## src/rtl/mdu_iter.sv

```systemverilog
// rtl/mdu_iter.sv - iterative signed/unsigned multiply/divide unit with HI/LO registers
//
// Ports:
//   clk, reset      : rising-edge clock, synchronous active-high reset
//   start, op       : request valid and opcode (0 MULT, 1 MULTU, 2 DIV, 3 DIVU, 4 MTHI, 5 MTLO)
//   src_a, src_b    : rs / rt operands
//   flush           : cancel any in-flight operation
//   stall, busy     : pipeline hold request / operation in flight
//   done            : one-cycle pulse after HI/LO are written by a mul/div
//   hi, lo          : architectural HI/LO registers
module mdu_iter #(
    parameter int WIDTH = 32,
    parameter int CNT_W = 6
) (
    input  logic             clk,
    input  logic             reset,
    input  logic             start,
    input  logic [2:0]       op,
    input  logic [WIDTH-1:0] src_a,
    input  logic [WIDTH-1:0] src_b,
    input  logic             flush,
    output logic             stall,
    output logic             busy,
    output logic             done,
    output logic [WIDTH-1:0] hi,
    output logic [WIDTH-1:0] lo
);

    localparam logic [2:0] OP_MULT  = 3'd0;
    localparam logic [2:0] OP_MULTU = 3'd1;
    localparam logic [2:0] OP_DIV   = 3'd2;
    localparam logic [2:0] OP_DIVU  = 3'd3;
    localparam logic [2:0] OP_MTHI  = 3'd4;
    localparam logic [2:0] OP_MTLO  = 3'd5;

    localparam logic [CNT_W-1:0] LAST_ITER = CNT_W'(WIDTH - 1);

    typedef enum logic [2:0] {
        S_IDLE,
        S_MUL,
        S_DIV,
        S_FIX,
        S_DONE
    } state_t;

    state_t               state_q, state_d;
    logic [CNT_W-1:0]     cnt_q, cnt_d;
    // MUL: {partial product, remaining multiplier bits}
    // DIV: {partial remainder, dividend bits shifting out / quotient bits shifting in}
    logic [2*WIDTH-1:0]   acc_q, acc_d;
    // Multiplicand magnitude for MUL, divisor magnitude for DIV
    logic [WIDTH-1:0]     opnd_q, opnd_d;
    logic                 neg_q, neg_d;     // product / quotient sign
    logic                 rneg_q, rneg_d;   // remainder sign (dividend sign)
    logic                 is_div_q, is_div_d;
    logic                 dz_q, dz_d;       // divide by zero
    logic [WIDTH-1:0]     hi_q, hi_d;
    logic [WIDTH-1:0]     lo_q, lo_d;

    logic                 signed_op;
    logic                 a_neg, b_neg;
    logic [WIDTH-1:0]     a_mag, b_mag;
    logic [WIDTH:0]       mul_sum;
    logic [WIDTH:0]       div_shift;
    logic [WIDTH:0]       div_diff;
    logic [2*WIDTH-1:0]   prod_fix;

    always_comb begin
        signed_op = (op == OP_MULT) || (op == OP_DIV);
        a_neg     = signed_op & src_a[WIDTH-1];
        b_neg     = signed_op & src_b[WIDTH-1];
        // -2^(WIDTH-1) negates to itself, which is the correct unsigned magnitude
        a_mag     = a_neg ? -src_a : src_a;
        b_mag     = b_neg ? -src_b : src_b;

        mul_sum   = acc_q[0] ? ({1'b0, acc_q[2*WIDTH-1:WIDTH]} + {1'b0, opnd_q})
                             : {1'b0, acc_q[2*WIDTH-1:WIDTH]};
        div_shift = {acc_q[2*WIDTH-1:WIDTH], acc_q[WIDTH-1]};
        div_diff  = div_shift - {1'b0, opnd_q};
        prod_fix  = neg_q ? -acc_q : acc_q;
    end

    always_comb begin
        state_d  = state_q;
        cnt_d    = cnt_q;
        acc_d    = acc_q;
        opnd_d   = opnd_q;
        neg_d    = neg_q;
        rneg_d   = rneg_q;
        is_div_d = is_div_q;
        dz_d     = dz_q;
        hi_d     = hi_q;
        lo_d     = lo_q;

        case (state_q)
            S_IDLE: begin
                if (start && !flush) begin
                    case (op)
                        OP_MULT, OP_MULTU, OP_DIV, OP_DIVU: begin
                            is_div_d = op[1];
                            acc_d    = op[1] ? {{WIDTH{1'b0}}, a_mag} : {{WIDTH{1'b0}}, b_mag};
                            opnd_d   = op[1] ? b_mag : a_mag;
                            neg_d    = a_neg ^ b_neg;
                            rneg_d   = a_neg;
                            dz_d     = (src_b == '0);
                            cnt_d    = '0;
                            state_d  = op[1] ? S_DIV : S_MUL;
                        end
                        OP_MTHI: hi_d = src_a;
                        OP_MTLO: lo_d = src_a;
                        default: ;
                    endcase
                end
            end
            S_MUL: begin
                if (flush) begin
                    state_d = S_IDLE;
                end else begin
                    acc_d = {mul_sum, acc_q[WIDTH-1:1]};
                    cnt_d = cnt_q + 1'b1;
                    if (cnt_q == LAST_ITER) state_d = S_FIX;
                end
            end
            S_DIV: begin
                if (flush) begin
                    state_d = S_IDLE;
                end else begin
                    // Restoring step: keep the difference only if no borrow occurred
                    if (!div_diff[WIDTH])
                        acc_d = {div_diff[WIDTH-1:0], acc_q[WIDTH-2:0], 1'b1};
                    else
                        acc_d = {div_shift[WIDTH-1:0], acc_q[WIDTH-2:0], 1'b0};
                    cnt_d = cnt_q + 1'b1;
                    if (cnt_q == LAST_ITER) state_d = S_FIX;
                end
            end
            S_FIX: begin
                if (flush) begin
                    state_d = S_IDLE;
                end else begin
                    if (is_div_q) begin
                        // With a zero divisor the remainder equals the dividend magnitude,
                        // so re-applying the dividend sign restores src_a exactly.
                        hi_d = rneg_q ? -acc_q[2*WIDTH-1:WIDTH] : acc_q[2*WIDTH-1:WIDTH];
                        lo_d = dz_q ? '1 : (neg_q ? -acc_q[WIDTH-1:0] : acc_q[WIDTH-1:0]);
                    end else begin
                        {hi_d, lo_d} = prod_fix;
                    end
                    state_d = S_DONE;
                end
            end
            S_DONE: state_d = S_IDLE;
            default: state_d = S_IDLE;
        endcase
    end

    always_ff @(posedge clk) begin
        if (reset) begin
            state_q  <= S_IDLE;
            cnt_q    <= '0;
            acc_q    <= '0;
            opnd_q   <= '0;
            neg_q    <= 1'b0;
            rneg_q   <= 1'b0;
            is_div_q <= 1'b0;
            dz_q     <= 1'b0;
            hi_q     <= '0;
            lo_q     <= '0;
        end else begin
            state_q  <= state_d;
            cnt_q    <= cnt_d;
            acc_q    <= acc_d;
            opnd_q   <= opnd_d;
            neg_q    <= neg_d;
            rneg_q   <= rneg_d;
            is_div_q <= is_div_d;
            dz_q     <= dz_d;
            hi_q     <= hi_d;
            lo_q     <= lo_d;
        end
    end

    assign busy  = (state_q == S_MUL) || (state_q == S_DIV) || (state_q == S_FIX);
    assign stall = busy || ((state_q == S_IDLE) && start && (op <= OP_DIVU));
    assign done  = (state_q == S_DONE);
    assign hi    = hi_q;
    assign lo    = lo_q;

endmodule
```

## config.mk

```make
export PLATFORM = sky130hd
export DESIGN_NAME = mdu_iter
export DESIGN_NICKNAME = d
export VERILOG_FILES = /design/src/rtl/mdu_iter.sv
export SDC_FILE = /design/constraint.sdc
export NUM_CORES = 1
export LEC_CHECK = 0
export CAP_MARGIN = 15
export CORE_ASPECT_RATIO = 2
export CORE_MARGIN = 2
export CORE_UTILIZATION = 45
export CTS_CLUSTER_SIZE = 30
export DETAILED_ROUTE_END_ITERATION = 6
export PLACE_DENSITY_LB_ADDON = 0.12
export REMOVE_ABC_BUFFERS = 1
export SYNTH_ARGS = -nofsm -noshare
export SYNTH_HDL_FRONTEND = slang
export SYNTH_SLANG_ARGS = --single-unit
```

## constraint.sdc

```tcl
create_clock -name clk -period 9.96 [get_ports clk]
set_clock_uncertainty 0.15 [all_clocks]
set_input_delay 2.988 -clock clk [delete_from_list [all_inputs] [get_ports clk]]
set_output_delay 2.988 -clock clk [all_outputs]
set_load 0.1 [all_outputs]
```

* Yosys cells after proc, flatten, opt, wreduce, memory -nomap -nowiden *
Index checks and enable logic that the tools add are counted.

word-level totals
  bits in registers = 173
  latch bits = 0
  RAM bits = 0
  memory bits (read-only) = 0
  input port bits = 71
  output and inout bits = 67
  memories = 0

cells by class
  $add $sub $neg = 8
  multipliers = 0
  div/mod/pow operators = 0
  order comparisons = 1
  equal/unequal tests = 19
  shift-type cells = 0
  mux-type cells = 36
  bitwise logic cells = 3
  reductions and logical operators = 22

operators with widths
  cell                                                                      count
  32-bit two-way mux                                                        15
  64-bit two-way mux                                                        6
  64-bit case mux with 3 select lines                                       1
  32-bit negation                                                           4
  32-bit case mux with 2 select lines                                       2
  64-bit negation                                                           1
  32-bit by 32-bit adder with 33-bit output                                 1
  33-bit two-way mux                                                        1
  33-bit by 32-bit subtractor with 33-bit output                            1
  32-bit zero test                                                          1
  6-bit two-way mux                                                         3
  3-bit two-way mux                                                         5
  3-bit by 2-bit == test with 1-bit output (second input constant)          4
  6-bit case mux with 2 select lines                                        1
  4-bit AND reduction                                                       3
  2-bit inequality test (second input constant)                             5
  3-bit == test (second input constant)                                     3
  3-bit case mux with 3 select lines                                        1
  6-bit by 1-bit adder with 6-bit output (second input constant)            1
  3-bit by 1-bit == test with 1-bit output (second input constant)          2
  6-bit by 5-bit == test with 1-bit output (second input constant)          1
  3-bit zero test                                                           2
  2-bit by 1-bit inequality test with 1-bit output (second input constant)  3
  3-bit AND reduction                                                       2
  13 further kinds                                                          20

* Depth between registers and ports, before layout *
Gate-level depths: netlist of the first run.

  depth in word-level cells = 8
  gate-level depth with buffers = 15
  gate-level depth less buffers = 13

* Worst setup path after synthesis of the first run *
OpenSTA, ideal clock, no wires.

  path kind = input -> output
  from = input port op[2]
  to = output port stall
  data arrival time = 4.673 ns
  setup slack = 2.149 ns
  stages = 2
  buffers on the path = 0
  path through = nand2b_1 > a21oi_1

between the ends
  cells in the longest elaborated chain, start to end = 3

RTL lines
  what                                            RTL line  source
  from (decl)                                     18        input logic [2:0] op,
  3-bit by 2-bit <= comparator with 1-bit output  184       assign stall = busy || ((state_q == S_IDLE) && start && (op <= OP_DIVU));
  1-bit logical AND                               184
  1-bit logical OR                                184
  to (decl)                                       22        output logic stall,

Every way passes these cells.

* Worst setup path in the final report of the first run *
Same ends and word-level chain as after synthesis.

==> results of run 1 <==
## worst paths after layout
kind / startpoint / endpoint / depth (start not counted)
max: op[2] / stall / 4
min: lo[2] / lo[2] / 2
max reg2reg: acc_q[2] / hi[27] / 8
min reg2reg: lo[2] / lo[2] / 2
## layer usage
metal	wire length (µm)	vias up	GRT usage
met5	0	-	0
met4	4468	0	0.2271
met3	2734	211	0.03304
met2	30400	627	0.6107
met1	21710	7721	0.3601
li1	-	7655	-
## worst max-delay path, cell delays in order
cell and delay [ns]:
clkdlybuf4s50_1 0.45, nand2b_1 0.18, a21oi_1 0.27, clkdlybuf4s50_1 1.19
## cell type report
cell class	count	area, µm²	area share
Multi-Input combinational cell	1663	10740	0.6244
Sequential cell	173	3463	0.2013
Timing Repair Buffer	166	1582	0.09194
Tap cell	432	540.5	0.03142
Clock buffer	17	425.4	0.02473
Inverter	64	240.2	0.01397
Clock inverter	14	207.7	0.01207
Antenna cell	1	2.502	0.0001455
## stage by stage
| step | utilization | power, µW | instance area, µm² |
|---|---|---|---|
| floorplan | - | 3385 | 14380 |
| global placement | 0.5030 | 4377 | 16570 |
| detailed placement | 0.5030 | 4398 | 16570 |
| CTS | 0.5223 | 5168 | 17200 |
| global route | 0.5223 | 5534 | 17200 |
| finish | 0.5223 | 5194 | 17200 |
## cells by family (layout without fill, tap and decap cells)
logic type	count (synthesis)	after routing	share of synthesized area
muxes	39	39	0.02684
AOI/OAI and AO/OA	753	753	0.3249
other	0	1	0
DFF	173	173	0.2307
adders and majority gates	71	71	0.06019
xor gates and xnor gates	175	175	0.1021
buffers and inverters	225	261	0.05785
and+or+nand+nor	625	625	0.1973
## registers in the layout, indices dropped and copies added, names as in the netlist, 3 cells and up
signal and count:
hi 32, lo 32, opnd_q 32, cnt_q 6, acc_q 64, state_q 3
## synthesized netlist by cell type, types with 5 or more instances
cell type / number / share of area
a211o_1: 7 / 0.0041
a211oi_1: 30 / 0.015
a21o_1: 19 / 0.0095
a21oi_1: 232 / 0.077
a221oi_1: 56 / 0.033
a22oi_1: 10 / 0.0050
a311oi_1: 7 / 0.0041
a31oi_1: 29 / 0.012
a41oi_1: 7 / 0.0041
and2_1: 10 / 0.0042
and3_1: 11 / 0.0046
buf_1: 11 / 0.0028
clkbuf_1: 146 / 0.037
dfxtp_1: 173 / 0.23
ha_1: 69 / 0.058
inv_1: 62 / 0.016
mux2_2: 10 / 0.0075
mux2i_1: 29 / 0.019
nand2_1: 233 / 0.058
nand2b_1: 15 / 0.0063
nand3_1: 29 / 0.0097
nand3b_1: 6 / 0.0030
nand4_1: 12 / 0.0050
nor2_1: 160 / 0.040
nor2b_1: 10 / 0.0042
nor3_1: 45 / 0.015
nor4_1: 20 / 0.0083
o211ai_1: 53 / 0.027
o21a_1: 13 / 0.0065
o21ai_0: 162 / 0.054
o21bai_1: 7 / 0.0035
o221ai_1: 31 / 0.018
o22a_1: 9 / 0.0053
o22ai_1: 5 / 0.0021
o31ai_1: 25 / 0.013
o41ai_1: 14 / 0.0082
or2_2: 10 / 0.0042
or3_1: 23 / 0.0096
or4_1: 15 / 0.0075
xnor2_1: 118 / 0.069
xor2_1: 57 / 0.033
## power by group
group	switching (µW)	internal [µW]
combinational	2140	1210
sequential	260	832
clock	330	426
total	2730	2460
==> results.md, run 1 <==
- Outcome: finished clean
- Drt drc: 0
- Final non-filler cell total: 2530
- Clk sinks: 173
- # hold bufs at CTS: 0
- Endpoints failing setup: 0
- Asr flop ratio synth: 0
- Overflow after GRT: 0
- Final Wtd Congestion: 0.9491
- Leak: 0.006167 µW
- Vias per cell: 6.409
- Routed wire per std cell: 23.44 µm
- Seq cells post-synth: 173
- Die X: 133.1 µm
- DIE AREA: 34920 µm²
- Power per cell area: 301.9 nW/µm²
- Ports: 138
- DP Cell Count: 2498
- Ratio of cells with drive above 1 in the final layout: 0.05722
- Peak Freq: 121.6 MHz
- Most frequent cells in the layout: nand2_1, a21oi_1, dfxtp_1
- Largest net degree at the start of global routing: 68
- CTS tree: built
- Maximum buffer depth of the clock tree: 2
- Commonest non-fill, non-tap cell in the layout: nand2_1
- Setup WS post-layout: 1.738 ns
- Antenna viol nets, final: 0
- Fin crit share: 0.8255
- Reg2reg setup slack: 5.51 ns
- Setup crit start kind: input pin
- DP Wirelength: 44790 µm
- Final #Nets: 2227
- Worst endpoint data arrival time: 5.08 ns
- Worst setup path class: in -> out
- Post-synthesis cell type count: 82
- Core Region: 32930 µm²
- First-pass GRT wire length: 91190 µm
- VDD IR-drop max: 472.0 µV
- Rows: 94
- I/O Buffers: 137
- Chip Height: 262.3 µm
- Hold slack: 0.3026 ns
- Routed via count: 16214
- Initial antenna violation count: 1
- Final WL: 59310 µm
- Critical Path Fanout Max: 4
- Hold Violations, Final: 0
- Num CTS Buffers: 17
- Primary FF master, synth: dfxtp_1
- Setup bufs post-CTS: 0
- Gates resized, CTS repair: 0
- Setup crit end kind: primary output
- Clk Latency, worst-skew pair: 0.47 ns
- EDFF count, synth: 0
- Clock slew at reported path FFs: 0.07 ns
- Placement Setup Slack: 1.751 ns
- Final min period: 8.222 ns
- Fillers: 3294
- DRT iter0 DRCs: 1225
- RSZ-0062 raised after global routing: no
- Root buf cell: clkbuf_16
- Vias in the first global route: 16110
- Post-Syn Area per Cell: 7.283 µm²
- Slew headroom: 0.2540
- Hold Crit Class: reg -> reg
- Total global-route track usage: 0.3352
- Maxcap violations: 0
- Synth warn: 0
- Area growth syn-to-layout: 14.60%
- Sequential area share after synthesis: 0.2307
- Slew @ Worst Pin: 1.116 ns
- Slew Viols, Final: 0
- Cells after Synth: 2061
- Worst EP required: 6.82 ns
- Initial Util: 0.4558
- H-tree level count: 4
- Mapped Area: 15010 µm²
- First-pass detailed-route iteration total: 5
- Fin Setup TNS: 0 ns
(Power assumes the default switching activity.)
==> inputs of run 2 (changes only) <==
- clock period: 9.96 -> 6.7 ns (I/O delays scaled with it)
==> results.md, run 2 (synthesis gave the netlist of run 1 again) <==
- Slew headroom: 0.2693 (was 0.2540)
- Peak Freq: 183.8 MHz
- Clk Latency, worst-skew pair: 0.47 ns (about the same)
- Root buf cell: clkbuf_16 (unchanged)
- Worst path cell trace: clkdlybuf4s50_1 -> nand2b_1 -> a21oi_1 -> buf_4 (was clkdlybuf4s50_1 -> nand2b_1 -> a21oi_1 -> clkdlybuf4s50_1)
- Power per cell area: 448.6 nW/µm² (was 301.9 nW/µm²)
- CP max-delay cell: clkdlybuf4s50_1 (unchanged)
- Num CTS Buffers: 17 (unchanged)
- Worst endpoint data arrival time: 3.28 ns (was 5.08 ns)
- Setup crit end kind: primary output (unchanged)
- DP Wirelength: 45070 µm (was 44790 µm)
- Die X: 133.1 µm (unchanged)
- Setup crit start: op[2] (unchanged)
- Hold Violations, Final: 0 (unchanged)
- Total global-route track usage: 0.3378 (was 0.3352)
- Outcome: finished clean (unchanged)
- Crit path max-delay family: buffers and inverters (unchanged)
- RR Startpoint: acc_q[31] (was acc_q[2])
- Clock slew at reported path FFs: 0.08 ns (was 0.07 ns)
- Slew @ Worst Pin: 1.087 ns (was 1.116 ns)
- Endpoints failing setup: 0 (unchanged)
- Ports: 138 (unchanged)
- Number of flip-flops in the largest register: 64 (unchanged)
- CP peak stage delay: 0.46 ns (was 1.19 ns)
- Post-route total power: 7711 µW (was 5194 µW)
- Routed via count: 16273 (was 16214)
- Fin crit share: 0.8121
- Largest net degree at the start of global routing: 71 (was 68)
- Commonest non-fill, non-tap cell in the layout: nand2_1 (unchanged)
- Chip Height: 262.3 µm (unchanged)
- Antenna Cells: 0 (was 1)
- Rows: 94 (unchanged)
- Leak: 0.006174 µW (was 0.006167 µW)
- Final min period: 5.441 ns
- Antenna viol nets, final: 0 (unchanged)
- Placed Area: 16610 µm² (was 16570 µm²)
- Clk sinks: 173 (unchanged)
- Routed wire per std cell: 23.72 µm (was 23.44 µm)
- Worst setup path class: in -> out (unchanged)
- Drt drc: 0 (unchanged)
- Setup crit start kind: input pin (unchanged)
- Core Region: 32930 µm² (unchanged)
- H-tree level count: 4 (unchanged)
- Setup bufs post-CTS: 0 (unchanged)
- Final Cell Area: 17190 µm² (was 17200 µm²)
- I/O Buffers: 137 (unchanged)
- Final #Nets: 2233 (was 2227)
- # hold bufs at CTS: 0 (unchanged)
- VDD IR-drop max: 216.1 µV (was 472.0 µV)
- First-pass GRT wire length: 91720 µm (was 91190 µm)
- Vias in the first global route: 16184 (was 16110)
- Overflow after GRT: 0 (unchanged)
- Ratio of cells with drive above 1 in the final layout: 0.05989 (was 0.05722)
- DIE AREA: 34920 µm² (unchanged)
- Vias per cell: 6.417 (was 6.409)
- Final WL: 60150 µm (was 59310 µm)
- First-pass detailed-route iteration total: 7 (was 5)
- Gates resized, CTS repair: 0 (unchanged)
- Hold Crit Class: reg -> reg (unchanged)
- RSZ-0062 raised after global routing: no (unchanged)
- CTS tree: built (unchanged)
- Most frequent cells in the layout: nand2_1, a21oi_1, dfxtp_1 (unchanged)
- Maximum buffer depth of the clock tree: 2 (unchanged)
- Initial antenna violation count: 0 (was 1)
- Min-delay src: lo[22] (was lo[2])
- Slew Viols, Final: 0 (unchanged)
- Initial Util: 0.4558 (unchanged)
- Largest register by flop count: acc_q (unchanged)
- Worst EP required: 4.54 ns (was 6.82 ns)
- DRT iter0 DRCs: 1173 (was 1225)
- Area growth syn-to-layout: 14.52% (was 14.60%)
- Worst path buffer plus inverter count: 2 (unchanged)
- Critical Path Fanout Max: 4 (unchanged)
- Final Wtd Congestion: 0.9736 (was 0.9491)
- Maxcap violations: 0 (unchanged)
run 2: cell type report:
type	count	area (µm²)
inverters	64	240.2
multi-input cells	1663	10740
clock buffers	18	429.2
flip-flops and latches	173	3463
clock inverters	14	143.9
well taps	432	540.5
fillers	3299	15740
repair buffers	172	1634
run 2: path summary, 6_finish.rpt:
path                            slack [ns]  cells past startpoint        end
worst max-delay path                  1.26                      4      stall
worst min-delay path                  0.31                      2     lo[22]
worst max register to register        1.86                     15  acc_q[47]
worst min register to register        0.31                      2     lo[22]
run 2: stage by stage:
step | TNS, ns | hold slack, ns | util | cells | worst slack [ns]
after global placement | 0 | 0.2910 | 0.5044 | 2503 | 1.301
final | 0 | 0.3071 | 0.5220 | 2536 | 1.259
after detailed placement | 0 | 0.2949 | 0.5044 | 2503 | 1.269
after floorplan | -11.08 | 0.2925 | - | 1900 | -0.4103
after CTS | 0 | 0.3088 | 0.5218 | 2535 | 1.259
after global routing | 0 | 0.3205 | 0.5220 | 2536 | 1.169
run 2: per-layer routing:
| metal | global-route usage | wire, µm | vias to the layer above | share of wire |
|---|---|---|---|---|
| li1 | - | - | 7685 | - |
| met1 | 0.3543 | 21740 | 7735 | 0.36 |
| met2 | 0.6222 | 31450 | 656 | 0.52 |
| met3 | 0.04522 | 2808 | 197 | 0.047 |
| met4 | 0.2174 | 4143 | 0 | 0.069 |
| met5 | 0 | 0 | - | 0 |
run 2: tightest hold or removal path, stage by stage (launching register included):
cell,delay (ns)
dfxtp_1,0.31
nand2_1,0.05
a21oi_1,0.05
run 2: power breakdown:
group          total (µW)  internal [µW]  switching [µW]
logic                5030           1820            3210
registers            1640           1240             406
clock network        1040            527             510
total                7710           3580            4130
==> inputs of run 3 (changes only) <==
- clock period: 6.7 -> 5.1 ns (I/O delays scaled with it)
==> results.md, run 3 (synthesis gave the netlist of run 1 again) <==
- First-pass GRT wire length: 96270 µm (was 91720 µm)
- Final #Nets: 2258 (was 2233)
- Commonest non-fill, non-tap cell in the layout: nand2_1 (unchanged)
- Critical Path Fanout Max: 4 (unchanged)
- Vias in the first global route: 16586 (was 16184)
- Antenna viol nets, final: 0 (unchanged)
- Area growth syn-to-layout: 15.97% (was 14.52%)
- RR Startpoint: acc_q[31] (unchanged)
- Gates resized, CTS repair: 0 (unchanged)
- Root buf cell: clkbuf_16 (unchanged)
- Largest register by flop count: acc_q (unchanged)
- Slew @ Worst Pin: 1.077 ns (was 1.087 ns)
- Power Internal: 4809 µW (was 3582 µW)
- Worst EP required: 3.42 ns (was 4.54 ns)
- Fillers: 3356 (was 3299)
- CTS tree: built (unchanged)
- H-tree level count: 4 (unchanged)
- Chip Height: 262.3 µm (unchanged)
- Power per cell area: 591.1 nW/µm² (was 448.6 nW/µm²)
- Maxcap violations: 0 (unchanged)
- Rows: 94 (unchanged)
- Min-delay src: lo[2] (was lo[22])
- Initial Util: 0.4558 (unchanged)
- Setup crit start: op[2] (unchanged)
- Leak: 0.006303 µW (was 0.006174 µW)
- Maximum buffer depth of the clock tree: 2 (unchanged)
- DP Wirelength: 48530 µm (was 45070 µm)
- Sw frac: 0.5326 (was 0.5355)
- I/O Buffers: 137 (unchanged)
- Clock Power Share: 0.127 (was 0.134)
- DRT iter0 DRCs: 1257 (was 1173)
- VDD IR-drop max: 559.0 µV (was 216.1 µV)
- Final WL: 63290 µm (was 60150 µm)
- Most frequent cells in the layout: nand2_1, a21oi_1, dfxtp_1 (unchanged)
- Number of flip-flops in the largest register: 64 (unchanged)
- Clock slew at reported path FFs: 0.07 ns (was 0.08 ns)
- Fin crit share: 0.8749
- Num CTS Buffers: 17 (unchanged)
- Placed Area: 16860 µm² (was 16610 µm²)
- Slew Viols, Final: 0 (unchanged)
- Endpoints failing setup: 0 (unchanged)
- Worst setup path class: in -> out (unchanged)
- Vias per cell: 6.488 (was 6.417)
- Ports: 138 (unchanged)
- Largest net degree at the start of global routing: 86 (was 71)
- Final min period: 4.462 ns
- Drt drc: 0 (unchanged)
- Total global-route track usage: 0.3581 (was 0.3378)
- Sw Pwr: 5480 µW (was 4129 µW)
- Final Cell Area: 17410 µm² (was 17190 µm²)
- Setup crit end kind: primary output (unchanged)
- # hold bufs at CTS: 0 (unchanged)
- Fin Setup TNS: 0 ns (unchanged)
- Slew headroom: 0.2801 (was 0.2693)
- First-pass detailed-route iteration total: 5 (was 7)
- Routed via count: 16617 (was 16273)
- Setup bufs post-CTS: 0 (unchanged)
- Outcome: finished clean (unchanged)
- Routed wire per std cell: 24.71 µm (was 23.72 µm)
- Ratio of cells with drive above 1 in the final layout: 0.07049 (was 0.05989)
- Hold Crit Class: reg -> reg (unchanged)
- Core Region: 32930 µm² (unchanged)
- Setup crit start kind: input pin (unchanged)
- DIE AREA: 34920 µm² (unchanged)
- Logic pwr share: 0.665 (was 0.652)
- Worst endpoint data arrival time: 2.78 ns (was 3.28 ns)
- Die X: 133.1 µm (unchanged)
- Overflow after GRT: 0 (unchanged)
- Clk Latency, worst-skew pair: 0.48 ns (was 0.47 ns)
- Sequential Power Share: 0.208 (was 0.213)
- Clk sinks: 173 (unchanged)
- RSZ-0062 raised after global routing: no (unchanged)
- Initial antenna violation count: 0 (unchanged)
- Final core utilization: 0.5286 (was 0.5220)
- Hold Violations, Final: 0 (unchanged)
- Final Wtd Congestion: 0.9971 (was 0.9736)
- Peak Freq: 224.1 MHz
## run 3: power by group through the flow
stage / Combinational [µW] / Clock, µW / Sequential (µW)
after floorplan: 4280 / 0 / 2330
after global placement: 6690 / 0 / 2160
after detailed placement: 6710 / 0 / 2150
after CTS: 6760 / 1320 / 2120
after global routing: 7390 / 1360 / 2180
final: 6840 / 1310 / 2140
## run 3: per-layer routing
metal  track usage  up-vias  part of all wire
met3       0.04155      275             0.050
li1              -     7744                 -
met2        0.6528      733              0.51
met5             0        -                 0
met1        0.3646     7865              0.35
met4        0.2806        0             0.092
## run 3: metrics by stage
step / hold slack, ns / setup slack, ns / total power [µW] / std cells
global placement: 0.2904 / 0.4408 / 8847 / 2529
finish: 0.3042 / 0.6381 / 10290 / 2561
detailed placement: 0.2971 / 0.3772 / 8860 / 2529
global route: 0.3278 / 0.5547 / 10930 / 2560
floorplan: 0.2925 / -1.530 / 6611 / 1900
CTS: 0.3076 / 0.6242 / 10200 / 2560
## run 3: worst max-delay path, stage by stage
cell	delay [ns]
clkdlybuf4s50_1	0.46
nand2b_1	0.18
a21oi_1	0.38
buf_12	0.23
## run 3: worst paths after layout
path,end,slack (ns),cells past startpoint
worst min-delay path,lo[2],0.30,2
worst max-delay path,stall,0.64,4
worst max register to register,acc_q[33],0.78,14
worst min register to register,lo[2],0.30,2
## run 3: cell type report
type / instances / area (µm²) / share of cell area
timing repair buffer: 197 / 1874 / 0.1077
antenna: 1 / 2.502 / 0.0001438
clock buffer: 19 / 442.9 / 0.02545
inverter: 64 / 240.2 / 0.01380
clock inverter: 12 / 105.1 / 0.006038
sequential: 173 / 3463 / 0.1990
multi-input combinational: 1663 / 10740 / 0.6169
tap: 432 / 540.5 / 0.03105
